[src/rtl/fp_add_result_collector.sv]
// Result collector for the pipelined FP adder: tracks issues in flight, captures each
// result as it leaves the pipeline, and queues it behind a valid/ready handshake.
module fp_add_result_collector #(
    parameter int LATENCY = 3,
    parameter int DEPTH   = 4,
    parameter int AW      = 2
) (
    input  logic          clk,
    input  logic          rst,
    input  logic          issue_valid,
    output logic          issue_ready,
    input  logic          flush,
    input  logic          Sz,
    input  logic [7:0]    Ez,
    input  logic [22:0]   Mz_final,
    input  logic          invalid_flag,
    input  logic          overflow_flag,
    input  logic          underflow_flag,
    input  logic          inexact_flag,
    input  logic          zero_flag,
    output logic          res_valid,
    input  logic          res_ready,
    output logic [31:0]   res_data,
    output logic [4:0]    res_flags,
    output logic [AW:0]   fifo_count,
    output logic [AW:0]   inflight,
    output logic          protocol_err
);

    logic [LATENCY-1:0] tracker_reg;
    logic [LATENCY-1:0] tracker_next;
    logic [AW-1:0]      wr_ptr_reg;
    logic [AW-1:0]      rd_ptr_reg;
    logic [AW:0]        count_reg;
    logic [AW:0]        inflight_reg;
    logic               perr_reg;
    logic [36:0]        mem [DEPTH];
    logic [36:0]        head_entry;
    logic [AW+1:0]      credit_sum;
    logic               issue_fire;
    logic               capture;
    logic               pop;

    // Credit uses registered occupancy only, so a same-cycle pop is credited one cycle late.
    assign credit_sum  = {1'b0, count_reg} + {1'b0, inflight_reg};
    assign issue_ready = credit_sum < (AW+2)'(DEPTH);

    assign issue_fire = issue_valid && issue_ready && !flush;
    assign capture    = tracker_reg[LATENCY-1] && !flush;
    assign pop        = res_valid && res_ready && !flush;

    assign tracker_next[0] = issue_fire;
    generate
        for (genvar gi = 1; gi < LATENCY; gi++) begin : g_shift
            assign tracker_next[gi] = tracker_reg[gi-1];
        end
    endgenerate

    always_ff @(posedge clk or negedge rst) begin
        if (!rst) begin
            tracker_reg  <= '0;
            wr_ptr_reg   <= '0;
            rd_ptr_reg   <= '0;
            count_reg    <= '0;
            inflight_reg <= '0;
            perr_reg     <= 1'b0;
        end else begin
            if (issue_valid && !issue_ready) begin
                perr_reg <= 1'b1;
            end
            if (flush) begin
                tracker_reg  <= '0;
                wr_ptr_reg   <= '0;
                rd_ptr_reg   <= '0;
                count_reg    <= '0;
                inflight_reg <= '0;
            end else begin
                tracker_reg <= tracker_next;
                if (capture) begin
                    wr_ptr_reg <= wr_ptr_reg + (AW)'(1);
                end
                if (pop) begin
                    rd_ptr_reg <= rd_ptr_reg + (AW)'(1);
                end
                case ({capture, pop})
                    2'b10:   count_reg <= count_reg + (AW+1)'(1);
                    2'b01:   count_reg <= count_reg - (AW+1)'(1);
                    default: count_reg <= count_reg;
                endcase
                case ({issue_fire, capture})
                    2'b10:   inflight_reg <= inflight_reg + (AW+1)'(1);
                    2'b01:   inflight_reg <= inflight_reg - (AW+1)'(1);
                    default: inflight_reg <= inflight_reg;
                endcase
            end
        end
    end

    // Storage is never reset; empty entries are masked by the occupancy count.
    always_ff @(posedge clk) begin
        if (capture) begin
            mem[wr_ptr_reg] <= {Sz, Ez, Mz_final, invalid_flag, overflow_flag,
                                underflow_flag, inexact_flag, zero_flag};
        end
    end

    assign head_entry   = mem[rd_ptr_reg];
    assign res_valid    = (count_reg != '0);
    assign res_data     = res_valid ? head_entry[36:5] : 32'h0;
    assign res_flags    = res_valid ? head_entry[4:0]  : 5'h0;
    assign fifo_count   = count_reg;
    assign inflight     = inflight_reg;
    assign protocol_err = perr_reg;

endmodule

[config.mk]
export PLATFORM = sky130hd
export DESIGN_NAME = fp_add_result_collector
export DESIGN_NICKNAME = d
export VERILOG_FILES = /design/src/rtl/fp_add_result_collector.sv
export SDC_FILE = /design/constraint.sdc
export NUM_CORES = 1
export LEC_CHECK = 0
export CAP_MARGIN = 20
export CORE_MARGIN = 5
export CORE_UTILIZATION = 51
export CTS_BUF_LIST = sky130_fd_sc_hd__clkbuf_2
export DETAILED_ROUTE_END_ITERATION = 10
export GPL_ROUTABILITY_DRIVEN = 0
export PLACE_DENSITY = 0.82
export SKIP_CTS_REPAIR_TIMING = 1
export SYNTH_ARGS = -nofsm -noshare
export SYNTH_HDL_FRONTEND = slang
export SYNTH_SLANG_ARGS = --single-unit
[constraint.sdc]
create_clock -name clk -period 2.4 [get_ports clk]
set_input_delay 0.72 -clock clk [delete_from_list [all_inputs] [get_ports clk]]
set_output_delay 0.72 -clock clk [all_outputs]
set_load 0.02 [all_outputs]
Word level (Yosys, flattened, before mapping) --
Memories as Yosys holds them, arrays and structs flattened. Index checks and enable logic that the tools add are counted.
Storage, ports and cells: register bits 14, RAM bits 148, output and inout bits 46, word-level logic and storage cells 45, memories kept 1
Memories:
- mem | depth 4, bits a word 37, read ports 1, clocked after memory_dff 0, write ports 1, line 37 | logic [36:0] mem [DEPTH];
Cells by class: add/subtract/negate cells 7, $lt $le $gt $ge 1, eq/ne operators 4, muxes and demuxes 13, reductions and logical operators 13
Operator list (number):
- 32-bit two-way mux | 1
- 3-bit case mux with 2 select lines | 2
- 3-bit two-way mux | 3
- 3-bit nonzero test | 3
- 2-bit two-way mux | 4
- 3-bit by 1-bit adder with 3-bit output, second input constant | 2
- 1-bit logical AND | 6
- 3-bit by 1-bit subtractor with 3-bit output, second input constant | 2
- 5-bit two-way mux | 1
- 2-bit by 1-bit adder with 2-bit output, second input constant | 2
- 3-bit by 3-bit adder with 4-bit output | 1
- 2-bit by 1-bit == test with 1-bit output, second input constant | 2
- 2-bit == test, second input constant | 2
- 4-bit by 3-bit less-than comparator with 1-bit output, second input constant | 1
- 2-bit nonzero test | 2
- 1-bit zero test | 2
- 1-bit two-way mux | 2

Logic depth before layout (Yosys ltp) --
depth after elaboration 7, depth in mapped cells 8, mapped depth without buffers 8

Worst setup path before layout --
OpenSTA, ideal clock, no wires.
kind reg2out, from register count_reg[1], in the netlist fifo_count[1], to output port issue_ready, arrival time 1.798 ns, slack -0.118 ns, cell stages (with the launch flop) 4, path through dfrtp_1 > ha_1 > nand3_1 > nor4b_1
Between the ends: cells in the longest elaborated chain, start to end 2
Ends and longest elaborated chain:
- start: declaration | line 34 | logic [AW:0] count_reg;
- start signal: assignment | line 86 | 2'b10: count_reg <= count_reg + (AW+1)'(1);
- start signal: assignment | line 87 | 2'b01: count_reg <= count_reg - (AW+1)'(1);
- start signal: assignment | line 88 | default: count_reg <= count_reg;
- 3-bit by 3-bit adder with 4-bit output | line 45 | assign credit_sum = {1'b0, count_reg} + {1'b0, inflight_reg};
- 4-bit by 3-bit less-than comparator with 1-bit output | line 46 | assign issue_ready = credit_sum < (AW+2)'(DEPTH);
- end: declaration | line 11 | output logic issue_ready,
No other way between the ends.

Final worst setup path --
from register rd_ptr_reg[0], to output port res_data[12]
Between the ends: cells in the longest elaborated chain, start to end 2
Ends and longest elaborated chain:
- start: declaration | line 33 | logic [AW-1:0] rd_ptr_reg;
- start signal: assignment | line 83 | rd_ptr_reg <= rd_ptr_reg + (AW)'(1);
- memory 4 x 37 bit
- 32-bit two-way mux | line 109 | assign res_data = res_valid ? head_entry[36:5] : 32'h0;
- end: declaration | line 23 | output logic [31:0] res_data,
No other way between the ends.

==> flow_summary.toml <==
[critical_path]
critPathLaunchType = "flip-flop"
rr_startpoint = "fifo_count[2]"
crit_chain = "buf_12 -> buf_16 -> mux4_2 -> and2_4 -> buf_6"
rrSetupSlack_ns = 0
criticalPathCategory = "flip-flop to output pin"
arrival_ns = 2.21
critPathLaunch = "rd_ptr_reg[0]"
cp_top_family = "multiplexers"
worst_path_largest_cell_delay_ns = 0.50
path_max_fanout = 8
rr_worst_depth = 10
crit_required_ns = 1.68
critical_path_buf_inv_count = 3
critPathCaptureType = "output pin"
cp.depth = 5
crit_slowest_cell = "mux4_2"

[clock_tree]
cts_tree = "done"
clock_latency_ns = 0.69
htreeDepth = 4
root_buffer = "clkbuf_2"
cts.sinks = 162
cts_made_buffers = 17
cts_buffer_depth = 2
path_clk_slew_ns = 0.21

[logic_synthesis]
ys_ff_latch = 162
yosys_warnings = 0
yosys.area.top_type_share_pct = 69.15
synth_cells = 316
ys_async_sr_fraction_pct = 8.642
synth.largest_area_cell = "edfxtp_1"
synth_edf_count = 148
synth.most_common_cell = "edfxtp_1"
yosysSeqAreaShare_pct = 74.60
synth.distinct_cells = 34
synthTopCellsByArea = "edfxtp_1 (69%), mux4_2 (13%), dfrtp_1 (5.5%)"
syn_area_per_cell_um2 = 20.34
synth_commonest_cells = "edfxtp_1 (148), and2_1 (42), mux4_2 (37)"
ys.flop_type = "edfxtp_1"
netlist_area_um2 = 6427
syn_nets = 366

[min_path]
hp-class = "input pin to asynchronous set/reset pin"

[sta]
setup_violations = 39
worst_slew_pin_slew_ns = 0.6483
slew_headroom_pct = 56.65
min_period_over_period_pct = 122.1
fmax_mhz = 341.1
min_period_ns = 2.931
timing.final.ws_setup_ns = -0.5313
drv_slew = 0
rsz0062_at_grt = "yes"
hold_violations = 0
setup-tns-final_ns = -18.80
fin_worst_skew_ns = 0.02687

[global_route]
grtUsageMet1_pct = 20.30
grt_pass1_wl_um = 18690
met2_usage_pct = 29.03
top_usage_layer = "met2"
grt_overflow_total = 0
use_met3_pct = 5.806
grtUsageTotal_pct = 16.95
grt_max_degree = 26
grt_pass1_vias = 3601
antenna_found_initial = 1

[power]
p_leak_uw = 0.002999
ir_drop_uv = 367.9
fin_total_pwr_uw = 5180
p_per_area_nw_per_um2 = 608.6

[placement]
port_buffers = 87
hpwl_um = 7866

[floorplan]
dieWidth_um = 122.3
rows = 41
die-area_um2 = 14950
fp.dieH_um = 122.3
coreArea_um2 = 12470
start_util_pct = 51.56
io_pins = 88

[finish]
n_fill_cell = 809
nets = 502
regMostFlops = "mem"
largest_reg_flops = 148
syn_to_final_growth_pct = 32.43
diodes = 0
drive_above_1_share_pct = 45.81

[status]
status = "complete, but fails checks"
violations = "negative setup slack"

[route]
drtIter0Drc = 180
vias = 3368
drt-total-wl_um = 12390
dr.pass1.iters = 4
drc = 0
drt-vias-per-instance = 5.287
final_antenna_net_count = 0
routedWlPerCell_um = 19.45

[flow_run]
drv_cap = 0
[path summary, 6_finish.rpt]
path | to
max | res_data[12]
min | inflight[0]
max reg2reg | inflight[2]
min reg2reg | protocol_err
max in group asynchronous | rd_ptr_reg[0]
min in group clk | protocol_err
[cells by family after synthesis]
family | Yosys count | share of synthesized area [%]
xor gates and xnor gates | 6 | 0.8176
and+or+nand+nor | 73 | 7.066
adders and majority gates | 8 | 1.791
buffers and inverters | 18 | 1.401
AOI/OAI and AO/OA | 11 | 1.207
muxes | 38 | 13.12
DFF | 162 | 74.60
[cell usage in the layout, fill, tap and decap left out, drive strengths merged, types with 3 or more instances in the layout]
cell and instances:
nor3 5, and2 42, nor3b 3, inv 4, dlymetal6s2s 5, clkdlybuf4s50 41, clkinvlp 4, o21ai 5
mux4 37, buf 82, xnor2 4, clkinv 8, edfxtp 148, ha 6, clkbuf 21, dfrtp 14
nor2 9
[metrics by stage]
step                      hold WS (ns)  instance area, µm²  cells  util (%)  worst slack (ns)
final                           0.4089                8512    637     68.28           -0.5313
after global routing            0.3619                8512    637     68.28           -0.6926
after CTS                       0.3499                8110    628     65.06            -1.027
after detailed placement        0.4608                7879    596     63.20           -0.3708
after global placement          0.4448                7879    596     63.20           -0.2595
after floorplan                 0.4244                6435    316         -          0.009157
[power breakdown]
group          switching [µW]  internal (µW)  leakage [µW]
clock network             903            472      0.000129
logic                     296            391       0.00136
registers                17.6           3100       0.00151
total                    1220           3960       0.00300
[final cells by class]
cell class / instances / area [µm²] / area share [%]
Timing Repair Buffer: 131 / 1528 / 17.95
Clock inverter: 14 / 141.4 / 1.661
Clock buffer: 18 / 90.09 / 1.058
Tap cell: 172 / 215.2 / 2.528
Inverter: 4 / 15.01 / 0.1764
Multi-Input combinational cell: 136 / 1723 / 20.24
Sequential cell: 162 / 4800 / 56.39
[worst register-to-register path, stage by stage, from the launching register on]
cell	delay, ns
dfrtp_2	0.47
buf_6	0.13
ha_4	0.25
buf_6	0.12
nor4b_4	0.23
nand2_1	0.10
and2_4	0.16
fa_2	0.39
a211oi_4	0.23
o21ai_2	0.09
nor3b_2	0.15
[layer usage]
metal / routed length [µm] / vias up / part of all wire, %
met4: 148 / 2 / 1.2
li1: - / 1524 / -
met5: 13 / - / 0.10
met3: 694 / 17 / 5.6
met1: 4971 / 1740 / 40
met2: 6559 / 85 / 53
(Power assumes the default switching activity.)
